File: src/rtl/muldiv_ctrl_if.sv
// muldiv_ctrl_if - EX-stage to HI/LO sequencer bus.
//   start   : EX instruction is a HI/LO operation this cycle
//   md_op   : 0 MULT, 1 MULTU, 2 DIV, 3 DIVU, 4 MTHI, 5 MTLO, 6-7 no-op
//   rs_data : operand A / MTHI-MTLO source
//   rt_data : operand B
//   md_use  : decoded in D - instruction touches HI/LO (incl. MFHI/MFLO)
//   busy    : operation in flight
//   stall   : freeze PC/IF/ID, bubble into EX
//   hi_out  : current HI
//   lo_out  : current LO
interface muldiv_ctrl_if;
    logic        start;
    logic [2:0]  md_op;
    logic [31:0] rs_data;
    logic [31:0] rt_data;
    logic        md_use;
    logic        busy;
    logic        stall;
    logic [31:0] hi_out;
    logic [31:0] lo_out;

    modport slave  (input  start, md_op, rs_data, rt_data, md_use,
                    output busy, stall, hi_out, lo_out);
    modport master (output start, md_op, rs_data, rt_data, md_use,
                    input  busy, stall, hi_out, lo_out);
endinterface

File: src/rtl/muldiv_ctrl.sv
// muldiv_ctrl - multi-cycle multiply/divide sequencer owning the MIPS HI/LO
// registers. Accepts MULT/MULTU/DIV/DIVU (busy for a fixed latency, commit at
// the end) and MTHI/MTLO (written at the accepting edge). Raises stall while
// a HI/LO-touching instruction would race an operation in flight.
// Ports:
//   i_clk   : rising-edge clock
//   i_reset : synchronous active-high reset, clears all state
//   bus     : muldiv_ctrl_if.slave (start/md_op/operands/md_use in,
//             busy/stall/hi_out/lo_out out)
module muldiv_ctrl #(
    parameter int MULT_CYCLES = 5,
    parameter int DIV_CYCLES  = 10
) (
    input  logic          i_clk,
    input  logic          i_reset,
    muldiv_ctrl_if.slave  bus
);
    localparam int MAXC = (MULT_CYCLES > DIV_CYCLES) ? MULT_CYCLES : DIV_CYCLES;
    localparam int CW   = ($clog2(MAXC + 1) < 4) ? 4 : $clog2(MAXC + 1);

    typedef enum logic {S_IDLE, S_BUSY} state_t;

    state_t      r_state, w_next;
    logic [CW-1:0] r_cnt;
    logic [31:0] r_a, r_b, r_hi, r_lo;
    logic [2:0]  r_op;

    logic        w_accept, w_done;
    logic        w_sgn, w_neg_a, w_neg_b, w_neg_res;
    logic [31:0] w_mag_a, w_mag_b, w_div_b, w_q, w_r, w_quo, w_rem;
    logic [63:0] w_pmag, w_prod;

    assign w_accept = (r_state == S_IDLE) && bus.start && (bus.md_op <= 3'd3);
    assign w_done   = (r_state == S_BUSY) && (r_cnt == CW'(1));

    // Sign-magnitude datapath: one unsigned multiplier and divider serve both
    // signed and unsigned ops. Going through magnitudes also makes
    // 0x80000000 / -1 fall out naturally (quotient wraps to 0x80000000).
    // op[0]=0 selects the signed flavour, op[1]=1 selects divide.
    always_comb begin
        w_sgn     = ~r_op[0];
        w_neg_a   = w_sgn & r_a[31];
        w_neg_b   = w_sgn & r_b[31];
        w_neg_res = w_neg_a ^ w_neg_b;
        w_mag_a   = w_neg_a ? (32'd0 - r_a) : r_a;
        w_mag_b   = w_neg_b ? (32'd0 - r_b) : r_b;
        w_pmag    = {32'd0, w_mag_a} * {32'd0, w_mag_b};
        w_prod    = w_neg_res ? (64'd0 - w_pmag) : w_pmag;
        // Divisor forced non-zero so the divider never sees 0; the result is
        // discarded for a zero divisor anyway.
        w_div_b   = (w_mag_b == 32'd0) ? 32'd1 : w_mag_b;
        w_q       = w_mag_a / w_div_b;
        w_r       = w_mag_a % w_div_b;
        w_quo     = w_neg_res ? (32'd0 - w_q) : w_q;
        w_rem     = w_neg_a   ? (32'd0 - w_r) : w_r;
    end

    // State register and datapath registers
    always_ff @(posedge i_clk) begin
        if (i_reset) begin
            r_state <= S_IDLE;
            r_cnt   <= '0;
            r_a     <= '0;
            r_b     <= '0;
            r_op    <= '0;
            r_hi    <= '0;
            r_lo    <= '0;
        end else begin
            r_state <= w_next;
            if (w_accept) begin
                r_a   <= bus.rs_data;
                r_b   <= bus.rt_data;
                r_op  <= bus.md_op;
                r_cnt <= bus.md_op[1] ? CW'(DIV_CYCLES) : CW'(MULT_CYCLES);
            end else if (r_state == S_BUSY) begin
                r_cnt <= r_cnt - CW'(1);
                if (w_done) begin
                    if (!r_op[1]) begin
                        {r_hi, r_lo} <= w_prod;
                    end else if (r_b != 32'd0) begin
                        r_hi <= w_rem;
                        r_lo <= w_quo;
                    end
                end
            end else if (bus.start && bus.md_op == 3'd4) begin
                r_hi <= bus.rs_data;
            end else if (bus.start && bus.md_op == 3'd5) begin
                r_lo <= bus.rs_data;
            end
        end
    end

    // Next-state logic
    always_comb begin
        w_next = r_state;
        case (r_state)
            S_IDLE: if (w_accept) w_next = S_BUSY;
            S_BUSY: if (w_done)   w_next = S_IDLE;
            default:              w_next = S_IDLE;
        endcase
    end

    // Outputs
    always_comb begin
        bus.busy   = (r_state == S_BUSY);
        // Covers the op still sitting in EX as well as the whole busy window.
        bus.stall  = bus.md_use &
                     ((r_state == S_BUSY) | (bus.start & (bus.md_op <= 3'd3)));
        bus.hi_out = r_hi;
        bus.lo_out = r_lo;
    end
endmodule

File: src/flat_wrapper.sv
// flat-port wrapper written by rule: the top's interface ports become plain ports
module muldiv_ctrl_flat 
#(
    parameter int MULT_CYCLES = 5,
    parameter int DIV_CYCLES  = 10
)
  (i_clk, i_reset, bus_start, bus_md_op, bus_rs_data, bus_rt_data, bus_md_use, bus_busy, bus_stall, bus_hi_out, bus_lo_out);
  muldiv_ctrl_if bus_i ();
  input  logic i_clk;
  input  logic i_reset;
  input wire logic [$bits(bus_i.start)-1:0] bus_start;
  input wire logic [$bits(bus_i.md_op)-1:0] bus_md_op;
  input wire logic [$bits(bus_i.rs_data)-1:0] bus_rs_data;
  input wire logic [$bits(bus_i.rt_data)-1:0] bus_rt_data;
  input wire logic [$bits(bus_i.md_use)-1:0] bus_md_use;
  output wire logic [$bits(bus_i.busy)-1:0] bus_busy;
  output wire logic [$bits(bus_i.stall)-1:0] bus_stall;
  output wire logic [$bits(bus_i.hi_out)-1:0] bus_hi_out;
  output wire logic [$bits(bus_i.lo_out)-1:0] bus_lo_out;
  assign bus_i.start = bus_start;
  assign bus_i.md_op = bus_md_op;
  assign bus_i.rs_data = bus_rs_data;
  assign bus_i.rt_data = bus_rt_data;
  assign bus_i.md_use = bus_md_use;
  assign bus_busy = bus_i.busy;
  assign bus_stall = bus_i.stall;
  assign bus_hi_out = bus_i.hi_out;
  assign bus_lo_out = bus_i.lo_out;
  muldiv_ctrl #(.MULT_CYCLES(MULT_CYCLES), .DIV_CYCLES(DIV_CYCLES)) u_core (.i_clk(i_clk), .i_reset(i_reset), .bus(bus_i));
endmodule
File: config.mk
export PLATFORM = sky130hd
export DESIGN_NAME = muldiv_ctrl_flat
export DESIGN_NICKNAME = d
export VERILOG_FILES = /design/src/rtl/muldiv_ctrl_if.sv /design/src/rtl/muldiv_ctrl.sv /design/src/flat_wrapper.sv
export SDC_FILE = /design/constraint.sdc
export NUM_CORES = 2
export LEC_CHECK = 0
export BUFFER_PORTS_ARGS = -buffer_cell sky130_fd_sc_hd__buf_2
export CORE_ASPECT_RATIO = 1.2
export CORE_MARGIN = 2
export CORE_UTILIZATION = 58
export CTS_CLUSTER_DIAMETER = 40
export CTS_CLUSTER_SIZE = 28
export DETAILED_ROUTE_END_ITERATION = 16
export GPL_ROUTABILITY_DRIVEN = 0
export MAX_ROUTING_LAYER = met4
export PLACE_DENSITY_LB_ADDON = 0.2
export SLEW_MARGIN = 25
export SYNTH_ARGS = -nofsm -noshare
export SYNTH_HDL_FRONTEND = slang
export SYNTH_SLANG_ARGS = --single-unit
File: constraint.sdc
create_clock -name i_clk -period 252.2 [get_ports i_clk]
set_input_delay 50.44 -clock i_clk [delete_from_list [all_inputs] [get_ports i_clk]]
set_output_delay 50.44 -clock i_clk [all_outputs]
set_load 0.05 [all_outputs]
Word-level counts from Yosys, hierarchy flattened
Index checks and enable logic that the tools add are counted.
Widths: inputs -> output; s select.
{ "classes": {"magnitude_cmp": 1, "n_bitwise": 9, "muxes": 23, "multipliers": 1, "eq_ne": 6, "add_sub_neg": 6, "n_div": 2, "reduce_logical": 12} }
{ "op_table": {"columns": ["cell", "count"], "rows": [
  ["$mux 32", 16],
  ["$sub 1x32->32 const A", 4],
  ["$mul 32x32->64", 1],
  ["$mux 64", 1],
  ["$sub 1x64->64 const A", 1],
  ["$div 32x32->32", 1],
  ["$logic_not 32->1", 1],
  ["$mod 32x32->32", 1],
  ["$reduce_bool 32->1", 1],
  ["$mux 4", 3],
  ["$eq 3x3->1 const B", 2],
  ["$reduce_bool 2->1", 3],
  ["$logic_and 1x1->1", 5],
  ["$reduce_and 5->1", 1],
  ["$and 1x1->1", 4],
  ["$eq 4x1->1 const B", 1],
  ["$reduce_and 4->1", 1],
  ["$sub 4x1->4 const B", 1],
  ["$le 3x2->1 const B", 1],
  ["$ne 3x3->1 const B", 1],
  ["$not 1->1", 3],
  ["$mux 1", 2],
  ["$ne 2x1->1 const B", 1],
  ["$ne 2x2->1 const B", 1],
  ["other kinds (3)", 3]
]} }
{ "totals": {"out_inout_bits": 66, "elab_cells": 67, "ff_bits": 135, "in_bits": 71} }

Logic depth before layout (Yosys ltp)
{ "depth": {"ltp_word": 12, "depth_mapped": 423, "ltp_nobuf": 375} }

Least setup slack after synthesis
Ideal clock, no wire load.
{ "synth_path": {"path_kind": "input -> output", "start": "input bus_start", "end": "output bus_stall", "t_arrival_ns": 51.500, "stages": 3, "t_required_ns": 201.760, "path_slack_ns": 150.260, "path_buffers": 0, "cell_sequence": "nor2b_1 > nor2_1 > nor2b_1"} }
{ "synth_via": {"elab_chain_cells": 3} }
{ "synth_rtl": {"columns": ["item", "line", "text"], "rows": [
  ["start, declared", "flat_wrapper.sv:11", "input wire logic [$bits(bus_i.start)-1:0] bus_start;"],
  ["$and 1x1->1", "muldiv_ctrl.sv:108", "((r_state == S_BUSY) | (bus.start & (bus.md_op <= 3'd3)));"],
  ["$or 1x1->1", "muldiv_ctrl.sv:108", null],
  ["$and 1x1->1", "muldiv_ctrl.sv:107", "bus.stall = bus.md_use &"],
  ["end, declared", "flat_wrapper.sv:17", "output wire logic [$bits(bus_i.stall)-1:0] bus_stall;"]
]} }
Every way passes these cells.

Final worst setup path
{ "layout_path": {"start": "register u_core.r_b[0]", "end": "register u_core.r_lo[23] (netlist: u_core.bus.lo_out[23])"} }
{ "layout_via": {"elab_chain_cells": 11, "elab_cells_between_ends": 17, "classes_between": "add/sub: 3; mul: 1; div: 1; eq/ne: 1; mux: 8; reduce/logical: 3"} }
{ "layout_rtl": {"columns": ["item", "line", "text"], "rows": [
  ["start, declared", "muldiv_ctrl.sv:25", "logic [31:0] r_a, r_b, r_hi, r_lo;"],
  ["start signal, assigned", "muldiv_ctrl.sv:72", "r_b <= bus.rt_data;"],
  ["$sub 1x32->32", "muldiv_ctrl.sv:46", "w_mag_b = w_neg_b ? (32'd0 - r_b) : r_b;"],
  ["$mux 32", "muldiv_ctrl.sv:46", null],
  ["$logic_not 32->1", "muldiv_ctrl.sv:51", "w_div_b = (w_mag_b == 32'd0) ? 32'd1 : w_mag_b;"],
  ["$mux 32", "muldiv_ctrl.sv:51", null],
  ["$div 32x32->32", "muldiv_ctrl.sv:52", "w_q = w_mag_a / w_div_b;"],
  ["$sub 1x32->32", "muldiv_ctrl.sv:54", "w_quo = w_neg_res ? (32'd0 - w_q) : w_q;"],
  ["$mux 32", "muldiv_ctrl.sv:54", null],
  ["$mux 32", "muldiv_ctrl.sv:80", "end else if (r_b != 32'd0) begin"],
  ["$mux 32", "muldiv_ctrl.sv:78", "if (!r_op[1]) begin"],
  ["$mux 32", "muldiv_ctrl.sv:77", "if (w_done) begin"],
  ["$mux 32", "muldiv_ctrl.sv:75", "end else if (r_state == S_BUSY) begin"],
  ["end signal, assigned", "muldiv_ctrl.sv:79", "{r_hi, r_lo} <= w_prod;"],
  ["end signal, assigned", "muldiv_ctrl.sv:82", "r_lo <= w_quo;"],
  ["end signal, assigned", "muldiv_ctrl.sv:88", "r_lo <= bus.rs_data;"],
  ["end, declared", "muldiv_ctrl.sv:25", null]
]} }
Parallel ways exist; a longest one is shown, timed or not. The select of a mux whose other input is x is not followed.
A chain may end at the register's enable or synchronous reset.

==> reports/results.tsv <==
stage	metric	value	unit
clock_network	clock tree from TritonCTS	done	
clock_network	insertion delay of the later-clocked pin in the worst-skew pair	500	ps
sta	setup repair after global routing missed its margin	false	
global_routing	global-route wire length before repair	499000	microns
global_routing	number of global-route vias before repair	81958	
route	number of nets still failing antenna checks after routing	0	
yosys	Post-synth top flop	sky130_fd_sc_hd__dfxtp_1	
layout	fraction of final layout cells with drive strength greater than 1	6.82	%
global_routing	global-route usage over all layers	50.7	%
setup_path	startpoint of the worst register-to-register path	u_core.r_b[0]	
yosys	count of flip-flops with a built-in enable after synthesis	0	
clock_network	number of sinks on the clock net	135	
yosys	synthesized netlist net count	12277	
setup_path	data arrival time at the worst-slack endpoint	104540	ps
sta	Final Hold Fails	0	
hold_path	class of the most critical hold timing path	reg2reg	
layout	final std cell area, no fill	80900	sq um
sta	total of endpoints with negative setup slack in the final report	0	
setup_path	required time at the endpoint of the critical path	252520	ps
floorplanning	number of primary I/O pins	137	
setup_path	Slowest Stage Delay on Critical Path	980	ps
yosys	synth warn	0	
setup_path	category of the most critical setup path	reg2reg	
floorplanning	Std-Cell Rows	146	
global_routing	initial antenna violation count	30	
flow_run	max-capacitance violation count	0	
layout	area growth from synthesis to layout	5.22	%
clock_network	master cell of the clock root buffer	sky130_fd_sc_hd__clkbuf_16	
yosys	Synth Area in Compound Gates	22.0	%
outcome	result of the run	completed	
hold_path	startpoint of the lowest-slack hold path	u_core.bus.hi_out[2]	
sta	total negative slack	0	ps
setup_path	endpoint type of the worst setup path	flip-flop	
yosys	ys async rst share	0	%
global_routing	busiest metal layer after global routing	met2	
setup_path	Most common cell on crit path	sky130_fd_sc_hd__ha_1	
yosys	post-synthesis share of cell area spent on xor and xnor gates	7.00	%
route	number of vias in the routed layout	84257	
yosys	fraction of the mapped netlist area in simple logic gates	22.2	%
placed_design	cell area after placement	80200	sq um
yosys	multiplexer fraction of the synthesized cell area	1.01	%
yosys	FF+latch count, synth	135	
floorplanning	vertical extent of the die	403	microns
global_routing	grt ovf	0	
setup_path	crit path launch type	flip-flop	
clock_network	count of H-tree levels built during CTS	4	
setup_path	critical path fanouts, max	43	
route	DRT iter0 DRCs	11561	
setup_path	crit path max-delay cell type	sky130_fd_sc_hd__nor2_1	
yosys	post-synthesis adder-cell area fraction	35.9	%
floorplanning	Core Footprint	132000	sq um
layout	Final Net Count	12155	
route	number of remaining DRC errors	0	
floorplanning	floorplan die area	136000	sq um
yosys	Post-Syn Instances	10535	
route	Total Routed Length	336000	microns
route	Vias per Instance	6.87	
sta	max-slew violations	0	
clock_network	cts bufs inserted	17	
sta	normalized max-slew margin	12.8	%
floorplanning	starting density of the core	58.3	%
global_routing	grt met1 use	54.3	%
setup_path	Bufs and invs on worst path	28	
clock_network	number of buffers inserted to repair setup after CTS	0	
placed_design	Detail Placement HPWL	259000	microns
global_routing	met2 usage	70.7	%
floorplanning	width of the chip	336	microns
route	Initial DRT Pass Iterations	14	
yosys	synthesized area divided by synthesized cell count	7.30	sq um
route	post-detailed-route wirelength per cell	27.4	microns
setup_path	kind of cell adding the most delay to the critical path	compound AO/OA/AOI/OAI gates	
sta	final worst clock skew	34.3	ps
clock_network	Post-CTS Hold Fix Bufs	0	
sta	FMAX	9.59	MHz
sta	Final min period	104230	ps
yosys	main combinational cell family by area after synthesis	adder cells	
sta	transition time of the tightest slew-check pin	1300	ps
clock_network	Gates resized, CTS repair	0	
global_routing	largest net degree at the start of global routing	96	
global_routing	GR Util met3	20.7	%
clock_network	CTS clock-pin slew for the worst setup and hold paths	80	ps
yosys	sequential cell area fraction in the yosys report	3.51	%
yosys	area of the mapped netlist	76900	sq um
clock_network	Clock Tree Buf Depth	2	
yosys	Yosys cell types	126	
sta	fraction of the cycle the final worst path needs	41.3	%
setup_path	source of the critical timing path	u_core.r_b[0]	
placed_design	number of input and output port buffers inserted	136	
==> worst min-delay path, stage by stage (launching register included) <==
cell and delay, ps:
sky130_fd_sc_hd__dfxtp_1 310, sky130_fd_sc_hd__nand2_1 50, sky130_fd_sc_hd__a21oi_1 50
==> layer usage <==
| layer | up-vias | routed length [microns] |
|---|---|---|
| li1 | 35761 | - |
| met1 | 39561 | 108000 |
| met2 | 6543 | 136000 |
| met3 | 2392 | 51200 |
| met4 | 0 | 41300 |
| met5 | - | 0 |
==> layout by cell type, fill, tap and decap left out, types with 221 or more instances in the layout <==
master,count
sky130_fd_sc_hd__a21o_1,278
sky130_fd_sc_hd__nand2_1,1578
sky130_fd_sc_hd__buf_4,221
sky130_fd_sc_hd__o21ai_0,425
sky130_fd_sc_hd__fa_1,897
sky130_fd_sc_hd__a21oi_1,693
sky130_fd_sc_hd__nor3_1,221
sky130_fd_sc_hd__ha_1,774
sky130_fd_sc_hd__xnor2_1,350
sky130_fd_sc_hd__nor2_1,1061
sky130_fd_sc_hd__inv_1,1183
==> final cells by class <==
class	instances	area [sq um]
Sequential cell	135	2710
Inverter	1200	4500
Clock inverter	15	151
Tap cell	1776	2220
Fill cell	12104	50900
Antenna cell	55	138
Timing Repair Buffer	357	2350
Clock buffer	17	425
Multi-Input combinational cell	8702	68400
==> cell families after synthesis <==
family	count (synthesis)
xor gates and xnor gates	615
muxes	72
AOI/OAI and AO/OA	2542
DFF	135
and+or+nand+nor	3802
buffers and inverters	1698
adders and majority gates	1671
==> registers in the layout (all words and copies together), names as in the netlist <==
name,flops
u_core.bus.lo_out,32
u_core.bus.hi_out,32
u_core.r_a,32
u_core.r_cnt,4
u_core.bus.busy,1
u_core.r_b,32
u_core.r_op,2
==> path summary, 6_finish.rpt <==
check                                             end  slack (ps)  cells after the start
worst min register to register   u_core.bus.hi_out[2]         460                      2
worst max register to register  u_core.bus.lo_out[23]      147970                    353
worst max-delay path            u_core.bus.lo_out[23]      147970                    353
worst min-delay path             u_core.bus.hi_out[2]         460                      2
==> synth_stat cells (all sizes together) (47+ instances only) <==
| cell type | count | area, sq um |
|---|---|---|
| a211oi | 101 | 783 |
| a21boi | 49 | 368 |
| a21o | 278 | 2090 |
| a21oi | 703 | 3530 |
| a311oi | 58 | 521 |
| a31oi | 144 | 928 |
| and2 | 65 | 408 |
| and3 | 72 | 450 |
| buf | 118 | 524 |
| clkbuf | 379 | 1420 |
| dfxtp | 135 | 2700 |
| fa | 897 | 18000 |
| ha | 774 | 9680 |
| inv | 1193 | 4480 |
| nand2 | 1584 | 5960 |
| nand2b | 105 | 657 |
| nand3 | 185 | 931 |
| nand4 | 101 | 647 |
| nor2 | 1064 | 4000 |
| nor2b | 83 | 519 |
| nor3 | 227 | 1180 |
| nor4 | 70 | 510 |
| o211ai | 101 | 768 |
| o21a | 115 | 865 |
| o21ai | 451 | 2280 |
| o21bai | 47 | 353 |
| o31ai | 65 | 521 |
| or2 | 61 | 382 |
| or3 | 67 | 424 |
| xnor2 | 373 | 3270 |
| xor2 | 242 | 2120 |
==> metrics by stage <==
step	hold slack (ps)	instances	util [%]	worst slack, ps
3_3_place_gp	454	12170	60.8	150350
2_1_floorplan	456	10535	-	150260
4_1_cts	457	12202	61.2	150320
5_1_grt	483	12242	61.3	145160
6_report	460	12257	61.4	147970
3_5_place_dp	446	12170	60.8	150360
Power is not shown: default switching activity piles up to over one toggle a cycle in this logic, so the estimate is an artifact.
